--- config.mk ---
export PLATFORM = sky130hd
export DESIGN_NAME = alu_issue_ctrl
export DESIGN_NICKNAME = d
export VERILOG_FILES = /design/src/rtl/alu_issue_ctrl_pkg.sv /design/src/rtl/alu_issue_ctrl_alu32.sv /design/src/rtl/alu_issue_ctrl.sv
export SDC_FILE = /design/constraint.sdc
export NUM_CORES = 1
export LEC_CHECK = 0
export BUFFER_PORTS_ARGS = -buffer_cell sky130_fd_sc_hd__buf_2
export CORE_UTILIZATION = 55
export CTS_CLUSTER_DIAMETER = 30
export CTS_CLUSTER_SIZE = 40
export DETAILED_ROUTE_END_ITERATION = 6
export PLACE_DENSITY = 0.78
export RECOVER_POWER = 50
export SLEW_MARGIN = 25
export SYNTH_ARGS = -nofsm -noshare
export SYNTH_HDL_FRONTEND = slang
export SYNTH_HIERARCHICAL = 1
export SYNTH_SLANG_ARGS = --single-unit
--- constraint.sdc ---
create_clock -name clk -period 15.09 [get_ports clk]
set_input_delay 3.7725 -clock clk [delete_from_list [all_inputs] [get_ports clk]]
set_output_delay 3.7725 -clock clk [all_outputs]
set_load 0.05 [all_outputs]
--- src/rtl/alu_issue_ctrl_pkg.sv ---
// Shared ALU encodings, flag positions and per-op flag masks
// for the single-entry ALU issue controller.
package alu_issue_ctrl_pkg;

    localparam logic [2:0] OP_ADD = 3'd0;
    localparam logic [2:0] OP_OR  = 3'd1;
    localparam logic [2:0] OP_NOT = 3'd2;
    localparam logic [2:0] OP_DAA = 3'd3;
    localparam logic [2:0] OP_AND = 3'd4;
    localparam logic [2:0] OP_CLD = 3'd5;
    localparam logic [2:0] OP_CMP = 3'd6;
    localparam logic [2:0] OP_STD = 3'd7;

    localparam logic [1:0] DS_8  = 2'd0;
    localparam logic [1:0] DS_16 = 2'd1;
    localparam logic [1:0] DS_32 = 2'd2;

    localparam int CF_BIT = 0;
    localparam int PF_BIT = 2;
    localparam int AF_BIT = 4;
    localparam int ZF_BIT = 6;
    localparam int SF_BIT = 7;
    localparam int DF_BIT = 10;
    localparam int OF_BIT = 11;

    localparam logic [31:0] MASK_ARITH = 32'h0000_08D5;
    localparam logic [31:0] MASK_DF    = 32'h0000_0400;
    localparam logic [31:0] MASK_NONE  = 32'h0000_0000;

    function automatic logic [31:0] flag_mask(input logic [2:0] op);
        logic [31:0] m;
        case (op)
            OP_NOT:         m = MASK_NONE;
            OP_CLD, OP_STD: m = MASK_DF;
            default:        m = MASK_ARITH;
        endcase
        return m;
    endfunction

    function automatic logic op_wb(input logic [2:0] op);
        return !(op == OP_CMP || op == OP_CLD || op == OP_STD);
    endfunction

    function automatic logic [31:0] flag_merge(
        input logic [31:0] base,
        input logic [31:0] upd,
        input logic [31:0] mask
    );
        return (base & ~mask) | (upd & mask);
    endfunction

endpackage

--- src/rtl/alu_issue_ctrl_alu32.sv ---
// Combinational 32-bit ALU with x86-style flags; operands are
// truncated to the selected data size before the operation.
module alu32
    import alu_issue_ctrl_pkg::*;
(
    input  logic [31:0] a,
    input  logic [31:0] b,
    input  logic [2:0]  op,
    input  logic [1:0]  datasize,
    input  logic        CF_dataforwarded,
    input  logic        AF_dataforwarded,
    output logic [31:0] result,
    output logic [31:0] flags
);

    logic [31:0] wmask;
    logic [4:0]  msb;
    logic [4:0]  sidx;
    logic [5:0]  cidx;
    logic [31:0] am;
    logic [31:0] bm;
    logic [32:0] sum;
    logic [32:0] dif;
    logic [7:0]  al;
    logic [8:0]  daa_t;
    logic        lo_adj;
    logic        hi_adj;
    logic        cf;
    logic        af;
    logic        of;
    logic        df;

    always_comb begin
        case (datasize)
            DS_8:    begin wmask = 32'h0000_00FF; msb = 5'd7;  end
            DS_16:   begin wmask = 32'h0000_FFFF; msb = 5'd15; end
            default: begin wmask = 32'hFFFF_FFFF; msb = 5'd31; end
        endcase
    end

    assign cidx = {1'b0, msb} + 6'd1;
    assign am   = a & wmask;
    assign bm   = b & wmask;
    assign sum  = {1'b0, am} + {1'b0, bm};
    assign dif  = {1'b0, am} - {1'b0, bm};

    // DAA works on the low byte only and consumes the bypassed CF/AF
    assign al     = a[7:0];
    assign lo_adj = (al[3:0] > 4'd9) || AF_dataforwarded;
    assign hi_adj = (al > 8'h99) || CF_dataforwarded;
    assign daa_t  = {1'b0, al} + (lo_adj ? 9'd6 : 9'd0)
                  + (hi_adj ? 9'h060 : 9'd0);

    always_comb begin
        result = 32'h0;
        cf     = 1'b0;
        af     = 1'b0;
        of     = 1'b0;
        df     = 1'b0;
        sidx   = msb;
        unique case (op)
            OP_ADD: begin
                result = sum[31:0] & wmask;
                cf     = sum[cidx];
                af     = am[4] ^ bm[4] ^ sum[4];
                of     = (am[msb] == bm[msb]) && (result[msb] != am[msb]);
            end
            OP_CMP: begin
                result = dif[31:0] & wmask;
                cf     = dif[cidx];
                af     = am[4] ^ bm[4] ^ dif[4];
                of     = (am[msb] != bm[msb]) && (result[msb] != am[msb]);
            end
            OP_OR:  result = am | bm;
            OP_AND: result = am & bm;
            OP_NOT: result = ~a & wmask;
            OP_DAA: begin
                result = {24'h0, daa_t[7:0]};
                cf     = hi_adj;
                af     = lo_adj;
                sidx   = 5'd7;
            end
            OP_CLD: df = 1'b0;
            OP_STD: df = 1'b1;
        endcase
    end

    always_comb begin
        flags         = 32'h0;
        flags[CF_BIT] = cf;
        flags[PF_BIT] = ~^result[7:0];
        flags[AF_BIT] = af;
        flags[ZF_BIT] = (result == 32'h0);
        flags[SF_BIT] = result[sidx];
        flags[DF_BIT] = df;
        flags[OF_BIT] = of;
    end

endmodule

--- src/rtl/alu_issue_ctrl.sv ---
// Single-entry ALU issue stage: captures ALU results into an output
// register and commits architectural flags on the output handshake.
module alu_issue_ctrl
    import alu_issue_ctrl_pkg::*;
#(
    parameter int TAG_W = 3
) (
    input  logic             clk,
    input  logic             clr,
    input  logic             in_valid,
    output logic             in_ready,
    input  logic [2:0]       in_op,
    input  logic [31:0]      in_a,
    input  logic [31:0]      in_b,
    input  logic [1:0]       in_datasize,
    input  logic [TAG_W-1:0] in_tag,
    input  logic             flush,
    output logic             out_valid,
    input  logic             out_ready,
    output logic [31:0]      out_result,
    output logic [TAG_W-1:0] out_tag,
    output logic             out_wb,
    output logic [31:0]      flags_q
);

    localparam logic [0:0] EMPTY = 1'b0;
    localparam logic [0:0] FULL  = 1'b1;

    logic [0:0]  state;
    logic [2:0]  ent_op;
    logic [31:0] ent_flags;
    logic [31:0] ent_mask;
    logic [31:0] eff_flags;
    logic [31:0] alu_res;
    logic [31:0] alu_flags;
    logic        accept;
    logic        commit;

    // pending entry's flags are bypassed so back-to-back ops see them
    assign ent_mask  = flag_mask(ent_op);
    assign eff_flags = (state == FULL)
                     ? flag_merge(flags_q, ent_flags, ent_mask)
                     : flags_q;

    assign in_ready  = clr && !flush && (state == EMPTY || out_ready);
    assign out_valid = (state == FULL);
    assign accept    = in_valid && in_ready;
    assign commit    = out_valid && out_ready && !flush;

    alu32 u_alu (
        .a                (in_a),
        .b                (in_b),
        .op               (in_op),
        .datasize         (in_datasize),
        .CF_dataforwarded (eff_flags[CF_BIT]),
        .AF_dataforwarded (eff_flags[AF_BIT]),
        .result           (alu_res),
        .flags            (alu_flags)
    );

    always_ff @(posedge clk or negedge clr) begin
        if (!clr) begin
            state      <= EMPTY;
            out_result <= '0;
            out_tag    <= '0;
            out_wb     <= 1'b0;
            ent_op     <= '0;
            ent_flags  <= '0;
            flags_q    <= '0;
        end else if (flush) begin
            state <= EMPTY;
        end else begin
            if (commit) begin
                flags_q <= eff_flags;
            end
            if (accept) begin
                state      <= FULL;
                out_result <= alu_res;
                out_tag    <= in_tag;
                out_wb     <= op_wb(in_op);
                ent_op     <= in_op;
                ent_flags  <= alu_flags;
            end else if (commit) begin
                state <= EMPTY;
            end
        end
    end

endmodule

* Yosys cells after proc, flatten, opt, wreduce, memory -nomap -nowiden
Cells that the tools add are included.
Word-level totals: output and inout port bits 70, logic and storage cells 102, register bits 79, input port bits 77
Operators by class: multiplexer cells 29, add/sub/neg operators 5, equality and inequality tests 15, reduce and logical (&&, ||, !) cells 23, bitwise operators 17, $lt $le $gt $ge 5
Operators with widths (count):
- 32-bit bitwise AND | 7
- 32-bit one-hot mux with 6 select lines | 1
- 32-bit inverter | 2
- 32-bit bitwise OR | 2
- 32-bit one-hot mux with 2 select lines | 1
- 32-bit by 32-bit adder with 33-bit output | 1
- 32-bit by 32-bit subtractor with 33-bit output | 1
- 12-bit by 32-bit bitwise AND with 32-bit output | 1
- 32-bit zero test | 1
- 1-bit binary-select mux with 5-bit select | 5
- 12-bit one-hot mux with 2 select lines | 1
- 3-bit == test (second input constant) | 6
- 8-bit adder | 2
- 1-bit binary-select mux with 6-bit select | 2
- 5-bit by 6-bit < comparator with 1-bit output (second input constant) | 2
- 1-bit two-way mux | 11
- 5-bit two-way mux | 2
- 5-bit one-hot mux with 2 select lines | 1
- 3-bit by 2-bit == test with 1-bit output (second input constant) | 3
- 8-bit > comparator (second input constant) | 1
- 8-bit XNOR reduction | 1
- 1-bit logical AND | 7
- 6-bit by 7-bit < comparator with 1-bit output (second input constant) | 1
- 7-bit two-way mux | 1
- other kinds (19) | 31

* Depth between registers and ports, before layout
Gate-level depths: netlist of run 1.
depth in word-level cells 14, gate-level depth with buffers 22, gate-level depth less buffers 22

* By module
The synthesis of run 1 kept the hierarchy.
By module, submodules not included:
- alu32 | instances 1, area each 6725.2 um^2, cells each 1028, seq. area each 0.0 um^2
- alu_issue_ctrl | instances 1, area each 2487.4 um^2, cells each 168, seq. area each 1351.3 um^2

* Worst setup path after synthesis of run 1
Ideal clock, no wire load.
kind in2out, from input out_ready, to output in_ready, buffers on the path 0, data arrival time 4.183 ns, setup slack 7.135 ns, stages 2, data required time 11.318 ns, path through nand2b_1 -> and3b_4
On the way: word-level cells in the longest chain between the ends 2
Ends and longest elaborated chain:
- start, declared | line alu_issue_ctrl.sv:19 | input logic out_ready,
- 1-bit logical OR | line alu_issue_ctrl.sv:45 | assign in_ready = clr && !flush && (state == EMPTY || out_ready);
- 1-bit logical AND | line alu_issue_ctrl.sv:45
- end, declared | line alu_issue_ctrl.sv:11 | output logic in_ready,
Every way passes these cells.

* Worst setup path in the final report of run 1
from input clr, to output in_ready
On the way: word-level cells in the longest chain between the ends 2
Ends and longest elaborated chain:
- start, declared | line alu_issue_ctrl.sv:9 | input logic clr,
- 1-bit logical AND (2 in series) | line alu_issue_ctrl.sv:45
Every way passes these cells.

==> out/metrics.yaml, run 1 <==
grt_pass1_wl_mm: 43.44
cts_tree: "done"
power.density_nw_per_um2: 85.77
critical_path_required_ps: 11320
die_h_um: 130.1
syn-cell-area_sq_um: 9021
post_cts_buffers: 0
post_drt_wl_per_cell_um: 19.09
max_freq_mhz: 96.32
drv_slew: 56
fp.coreArea_sq_um: 15940
worstMarginPinSlew_ps: 2841
startpoint_type: "input pin"
path_cells: "buf_2, clkbuf_1, and3b_4, buf_2"
crit_family: "buffers and inverters"
finalSetupViolCount: 0
fin_crit_sh_pct: 68.80
ys_warn_count: 6
fin_util_pct: 60.67
root_buffer: "clkbuf_16"
syn2layout_area_growth_pct: 7.226
critPathKind: "in -> out"
viasPerCell: 6.357
dpl.hpwl_mm: 21.54
final_cell_count_no_fill: 1458
drc: 10
failed_checks: "DRC, capacitance limit, slew limit"
ir_drop_mv: 0.09218
maxCapViolCount: 1
crit_slowest_cell: "clkbuf_1"
dr.first_iter.drc_count: 1010
period_minus_slack_ps: 10380
cts_buffers: 5
cts_hold_buf: 0
finalSetupTns_ps: 0
clk_path_buf_depth: 2
grt-ovfl-total: 0
grt_usage_pct: 32.56
antenna_found_initial: 1
die-area_sq_um: 16920
fin_skew_ps: 5.053
grt_start_max_net_pins: 56
grt_pass1_vias: 8370
run_status: "finished with violations"
hold_violations: 0
firstDrtPassIters: 7
wl_mm: 27.83
path_max_fanout: 55
relSlewSlack_pct: -89.41
dr_total_vias: 9269
io_pins: 147
fillCellCount: 1528
clock_latency_ps: 290
worstSetupEndpointType: "primary output"
crit_top_cell: "buf_2"
fin_nets: 1429
hp-class: "reg -> reg"
rsz0062_at_grt: "false"
static-leakage-power_nw: 4.881
cp_num_buf_inv: 3
cts_max_level: 2
rows: 46
antenna_left: 0
dp_cells: 1449
start_util_pct: 56.58
chipWidth_um: 130.1
drive_above_1_share_pct: 16.04
port_buffers: 121
syn_area_per_cell_sq_um: 7.710
slowest_delay_ps: 1990
clock-sinks: 54
total_power_w: 0.0008296
gp_congestion: 1.047
crit_arrival_ps: 6610
cts-resized-gates: 0
cts.clk_slew.worst_paths_ps: 70
netlist_instances: 1170
-- worst paths after layout --
path | cells after the start | startpoint | endpoint | slack [ps]
setup / recovery | 4 | clr | in_ready | 4710
hold / removal | 1 | out_tag[1] | out_tag[1] | 500
setup reg to reg | 22 | ent_op[0] | ent_flags[6] | 9010
hold reg to reg | 1 | out_tag[1] | out_tag[1] | 500
max in group asynchronous | 2 | clr | out_result[28] | 8990
min in group asynchronous | 2 | clr | out_result[4] | 4480
-- state kept, by name, summed over array words and instances, names as in the netlist, named ones only --
signal	cells
out_valid	1
out_wb	1
ent_op	3
out_tag	3
ent_flags	7
flags_q	2
out_result	32
-- cells in the final DEF (no fill, tap or decap), types with 20 or more instances in the layout --
master and n:
mux2_4 29, ha_1 109, buf_2 105, a21o_1 23
nand3_1 21, nand2b_1 23, xnor2_1 23, dfrtp_1 54
nand2_1 94, o21ai_0 34, o22ai_1 20, and2_1 26
inv_1 110, nor2_1 113, conb_1 25, mux2_2 24
a21oi_1 80
-- worst reg2reg max path: cells and delay by family (launching register included) --
kind | cells | cell delay [ps]
fa+ha+maj | 3 | 690
xor+xnor | 1 | 130
flops | 1 | 450
buf+inv | 1 | 70
mux | 2 | 570
compound gates | 5 | 1340
simple gates | 10 | 2760
-- stage by stage --
stage	setup WS [ps]	hold slack, ps	instance area (sq um)
global placement	6045	481.3	9532
CTS	6152	503.0	9693
global route	4256	522.7	9673
floorplan	7135	473.4	9111
finish	4708	500.1	9673
detailed placement	5892	487.2	9532
-- metal layers --
metal  track usage (%)  routed length, um
met4             9.508                622
met5                 0                  0
met2             50.50              11870
met1             46.04              12100
met3             5.453               3230
-- where the power goes --
group          internal [W]  switching [W]  total [W]
Combinational      0.000168       0.000335   0.000502
Clock             0.0000709      0.0000507   0.000122
Sequential         0.000180      0.0000262   0.000206
Total              0.000418       0.000412   0.000830
-- area by class of cell --
type	count	area, sq um	area share [%]
multi-input combinational	941	6840	70.72
sequential	54	1351	13.97
timing repair buffer	128	634.4	6.558
inverter	110	412.9	4.269
tap	216	270.3	2.794
clock buffer	7	152.6	1.578
clock inverter	1	8.758	0.09054
antenna	1	2.502	0.02587
No activity file was read; power rests on OpenSTA's default activity.
==> run 2, diff against run 1 <==
==> constraint.sdc (replaced) <==
create_clock -name clk -period 10.6 [get_ports clk]
set_input_delay 2.65 -clock clk [delete_from_list [all_inputs] [get_ports clk]]
set_output_delay 2.65 -clock clk [all_outputs]
set_load 0.05 [all_outputs]
==> out/metrics.yaml, run 2 (synthesis gave the netlist of run 1 again) <==
run_status: "finished with violations"
failed_checks: "capacitance limit, slew limit"
fin_skew_ps: 4.846
clk_path_buf_depth: 2
layout_setup_ws_ps: 2501
worstMarginPinSlew_ps: 2816
viasPerCell: 6.313
fillCellCount: 1525
hp-class: "reg -> reg"
fp.coreArea_sq_um: 15940
rows: 46
chipWidth_um: 130.1
top_regs: "out_result: 32 flops, ent_flags: 7 flops"
crit_arrival_ps: 5450
final_cell_mix: "nor2_1, inv_1, ha_1"
critical_path_required_ps: 7950
drv_slew: 56
r2r-start: "ent_op[0]"
grt_pass1_wl_mm: 44.04
stdcell_area_sq_um: 9666
internal_power_w: 0.0005887
cts_tree: "done"
dp_cells: 1449
gp_congestion: 0.9888
p_clk_share_pct: 14.0
sw_frac_of_total_pct: 50.00
port_buffers: 121
startpoint_type: "input pin"
total_power_w: 0.001177
top_register: "out_result"
period_minus_slack_ps: 8099
min_to: "out_tag[1]"
start_util_pct: 56.58
seqPwrFrac_pct: 24.8
post_cts_buffers: 0
cts_buffers: 5
relSlewSlack_pct: -87.74
die_h_um: 130.1
place_ws_ps: 2596
largest_reg_flops: 32
regArea_sq_um: 1351
fin_crit_sh_pct: 76.41
antenna_left: 0
firstDrtPassIters: 6
drc: 0
final_common_cell: "nor2_1"
grt_start_max_net_pins: 56
hold_violations: 0
worstSetupEndpointType: "primary output"
worstHoldStart: "out_tag[1]"
topRoutingLayerUsed: "met4"
finalSetupTns_ps: 0
drive_above_1_share_pct: 16.12
critPathKind: "in -> out"
clock-sinks: 54
reg2regPathDepth: 22
static-leakage-power_nw: 4.874
path_max_fanout: 55
post_drt_wl_per_cell_um: 19.64
syn2layout_area_growth_pct: 7.143
cts_hold_buf: 0
final_cell_count_no_fill: 1458
cts-resized-gates: 0
clock_latency_ps: 290
wl_met2_mm: 12.02
wl_met3_mm: 3.051
root_buffer: "clkbuf_16"
cts_max_level: 2
ir_drop_mv: 0.1596
power.switching_w: 0.0005887
cts.clk_slew.worst_paths_ps: 70
grt_pass1_vias: 8266
max_freq_mhz: 123.5
min_path_cells: 1
wl_mm: 28.64
rsz0062_at_grt: "false"
maxCapViolCount: 1
grt-ovfl-total: 0
dr_total_vias: 9204
share_comb_of_total_power_pct: 61.2
multi_input_area_sq_um: 6843
dr.first_iter.drc_count: 1081
finalSetupViolCount: 0
grt_usage_pct: 33.37
placed_area_sq_um: 9535
io_pins: 147
power.density_nw_per_um2: 121.8
dpl.hpwl_mm: 22.47
fin_nets: 1429
wl_met1_mm: 12.71
reg2reg_setup_slack_ps: 4350
antenna_found_initial: 1
reg2reg_to: "ent_flags[6]"
die-area_sq_um: 16920
run 2: power by group through the flow:
stage | clock network (W) | registers (W) | logic [W]
3_5_place_dp | 0 | 0.000295 | 0.000710
2_1_floorplan | 0 | 0.000434 | 0.000402
4_1_cts | 0.000168 | 0.000291 | 0.000712
6_report | 0.000165 | 0.000292 | 0.000721
5_1_grt | 0.000175 | 0.000298 | 0.000772
3_3_place_gp | 0 | 0.000292 | 0.000700
run 2: metrics by stage:
stage                     utilization, %  hold WS, ps
after global placement             59.80        480.0
after CTS                          60.76        503.3
after detailed placement           59.81        488.0
final                              60.63        502.6
after floorplan                        -        473.4
after global routing               60.63        522.2
run 2: area by class of cell:
cell class,instances,area share (%)
antenna,1,0.02589
timing repair buffer,128,6.563
tap,216,2.796
sequential,54,13.98
clock buffer,6,1.437
clock inverter,2,0.1294
multi-input combinational,941,70.80
inverter,110,4.272
run 2: worst max path at each step:
stage	startpoint	endpoint	slack, ps	depth (start not counted)
6_report	clr	in_ready	2500	4
5_1_grt	clr	in_ready	1960	4
4_1_cts	in_a[1]	ent_flags[6]	2840	21
3_5_place_dp	in_a[1]	ent_flags[6]	2600	21
3_3_place_gp	in_a[1]	ent_flags[6]	2420	21
2_1_floorplan	in_a[1]	ent_flags[6]	3830	20
run 2: metal layers:
layer	vias to the layer above	GRT usage, %
met4	0	10.67
met5	-	0
met1	4275	45.99
met2	561	51.38
li1	4296	-
met3	72	7.503
run 2: worst max-delay path: stages:
cell and delay (ps):
buf_2 80, clkbuf_1 1980, and3b_4 450, buf_2 270
==> run 3, diff against run 2 <==
--- a/config.mk
+++ b/config.mk
@@ -6,11 +6,11 @@
 export NUM_CORES = 1
 export LEC_CHECK = 0
 export BUFFER_PORTS_ARGS = -buffer_cell sky130_fd_sc_hd__buf_2
-export CORE_UTILIZATION = 55
+export CORE_UTILIZATION = 54
 export CTS_CLUSTER_DIAMETER = 30
 export CTS_CLUSTER_SIZE = 40
 export DETAILED_ROUTE_END_ITERATION = 6
-export PLACE_DENSITY = 0.78
+export PLACE_DENSITY = 0.8
 export RECOVER_POWER = 50
 export SLEW_MARGIN = 25
 export SYNTH_ARGS = -nofsm -noshare
==> constraint.sdc (replaced) <==
create_clock -name clk -period 7.4 [get_ports clk]
set_input_delay 1.85 -clock clk [delete_from_list [all_inputs] [get_ports clk]]
set_output_delay 1.85 -clock clk [all_outputs]
set_load 0.05 [all_outputs]
==> out/metrics.yaml, run 3 (synthesis gave the netlist of run 1 again) <==
run_status: "finished with violations"
failed_checks: "capacitance limit, slew limit"
final_cell_mix: "nor2_1, inv_1, ha_1"
ir_drop_mv: 0.2451
static-leakage-power_nw: 4.902
drv_slew: 56
num_antenna_cells: 0
fp.coreArea_sq_um: 16120
fin_util_pct: 60.23
drive_above_1_share_pct: 16.22
share_comb_of_total_power_pct: 60.1
largest_reg_flops: 32
fin_crit_sh_pct: 88.93
max_freq_mhz: 152.0
gp_congestion: 1.009
critical_path_required_ps: 7630
power.density_nw_per_um2: 177.7
io_pins: 147
cts.clk_slew.worst_paths_ps: 70
cts_buffers: 5
grt-ovfl-total: 0
dpl.hpwl_mm: 22.17
reg2reg_to: "ent_flags[6]"
top_regs: "out_result: 32 flops, ent_flags: 7 flops"
worstMarginPinSlew_ps: 2797
reg2regPathDepth: 22
place_ws_ps: 599.7
layout_setup_ws_ps: 819.5
power.switching_w: 0.0008547
port_buffers: 121
worstSetupEndpointType: "flop"
wl_mm: 28.67
chipWidth_um: 131.3
p_clk_share_pct: 15.5
fin_skew_ps: 6.687
min_path_cells: 1
finalSetupTns_ps: 0
post_drt_wl_per_cell_um: 19.62
startpoint_type: "input pin"
cts_max_level: 2
grt_pass1_wl_mm: 45.46
hp-class: "reg -> reg"
grt_usage_pct: 32.32
firstDrtPassIters: 6
die_h_um: 131.3
final_common_cell: "nor2_1"
start_util_pct: 55.98
post_cts_buffers: 0
cts_tree: "done"
syn2layout_area_growth_pct: 7.587
root_buffer: "clkbuf_16"
grt_pass1_vias: 8485
finalSetupViolCount: 0
fin_nets: 1433
path_max_fanout: 19
crit_arrival_ps: 6810
relSlewSlack_pct: -86.49
cts-resized-gates: 0
period_minus_slack_ps: 6581
grt_start_max_net_pins: 56
dr_total_vias: 9304
internal_power_w: 0.0008704
r2r-start: "ent_op[0]"
antenna_left: 0
seqPwrFrac_pct: 24.4
viasPerCell: 6.368
hold_ws_ps: 505.8
rows: 46
clk_path_buf_depth: 2
hold_violations: 0
cts_hold_buf: 0
sw_frac_of_total_pct: 49.54
critPathKind: "in -> reg"
top_register: "out_result"
drc: 0
clock-sinks: 54
dr.first_iter.drc_count: 1129
rsz0062_at_grt: "false"
clock_latency_ps: 300
reg2reg_setup_slack_ps: 1490
die-area_sq_um: 17230
antenna_found_initial: 0
maxCapViolCount: 1
## run 3: how the worst max path moves through the flow
stage | startpoint | endpoint | slack, ps | depth (start not counted)
after floorplan | in_a[1] | ent_flags[6] | 1430 | 20
after CTS | in_a[1] | ent_flags[6] | 890 | 21
final | in_datasize[0] | ent_flags[6] | 820 | 16
after global placement | in_a[1] | ent_flags[6] | 800 | 21
after detailed placement | in_a[1] | ent_flags[6] | 600 | 21
after global routing | in_a[1] | ent_flags[6] | 370 | 21
## run 3: critical path, stage by stage
cell and delay (ps):
buf_2 230, or2_1 570, nand2_1 220, ha_1 560, inv_1 190, a221oi_2 540, o22ai_1 130, a211oi_1 310
nor3_1 170, a221oi_1 560, mux2i_1 250, nand3_1 90, a211o_1 270, or4b_1 540, nor4_2 140, mux2_2 180
## run 3: layer usage
| layer | global-route usage, % | share of wire (%) |
|---|---|---|
| met2 | 49.70 | 43 |
| met3 | 4.591 | 12 |
| met5 | 0 | 0 |
| met4 | 8.527 | 1.9 |
| met1 | 46.91 | 44 |
## run 3: power by group through the flow
stage          Sequential (W)  Combinational [W]  Clock (W)
4_1_cts              0.000419            0.00102   0.000270
3_3_place_gp         0.000418            0.00101          0
5_1_grt              0.000429            0.00110   0.000281
3_5_place_dp         0.000424            0.00102          0
6_report             0.000421            0.00104   0.000267
2_1_floorplan        0.000622           0.000576          0
## run 3: cell type report
type	instances	area, sq um
timing repair buffer	132	663.1
clock inverter	3	43.79
tap	216	270.3
clock buffer	5	125.1
sequential	54	1351
fill	1537	6410
multi-input combinational	941	6839
inverter	110	412.9
## run 3: through the flow
stage / instances / power (W) / instance area, sq um
2_1_floorplan: 1194 / 0.001199 / 9111
3_3_place_gp: 1453 / 0.001425 / 9562
3_5_place_dp: 1453 / 0.001442 / 9562
4_1_cts: 1461 / 0.001714 / 9731
5_1_grt: 1461 / 0.001809 / 9706
6_report: 1461 / 0.001725 / 9706
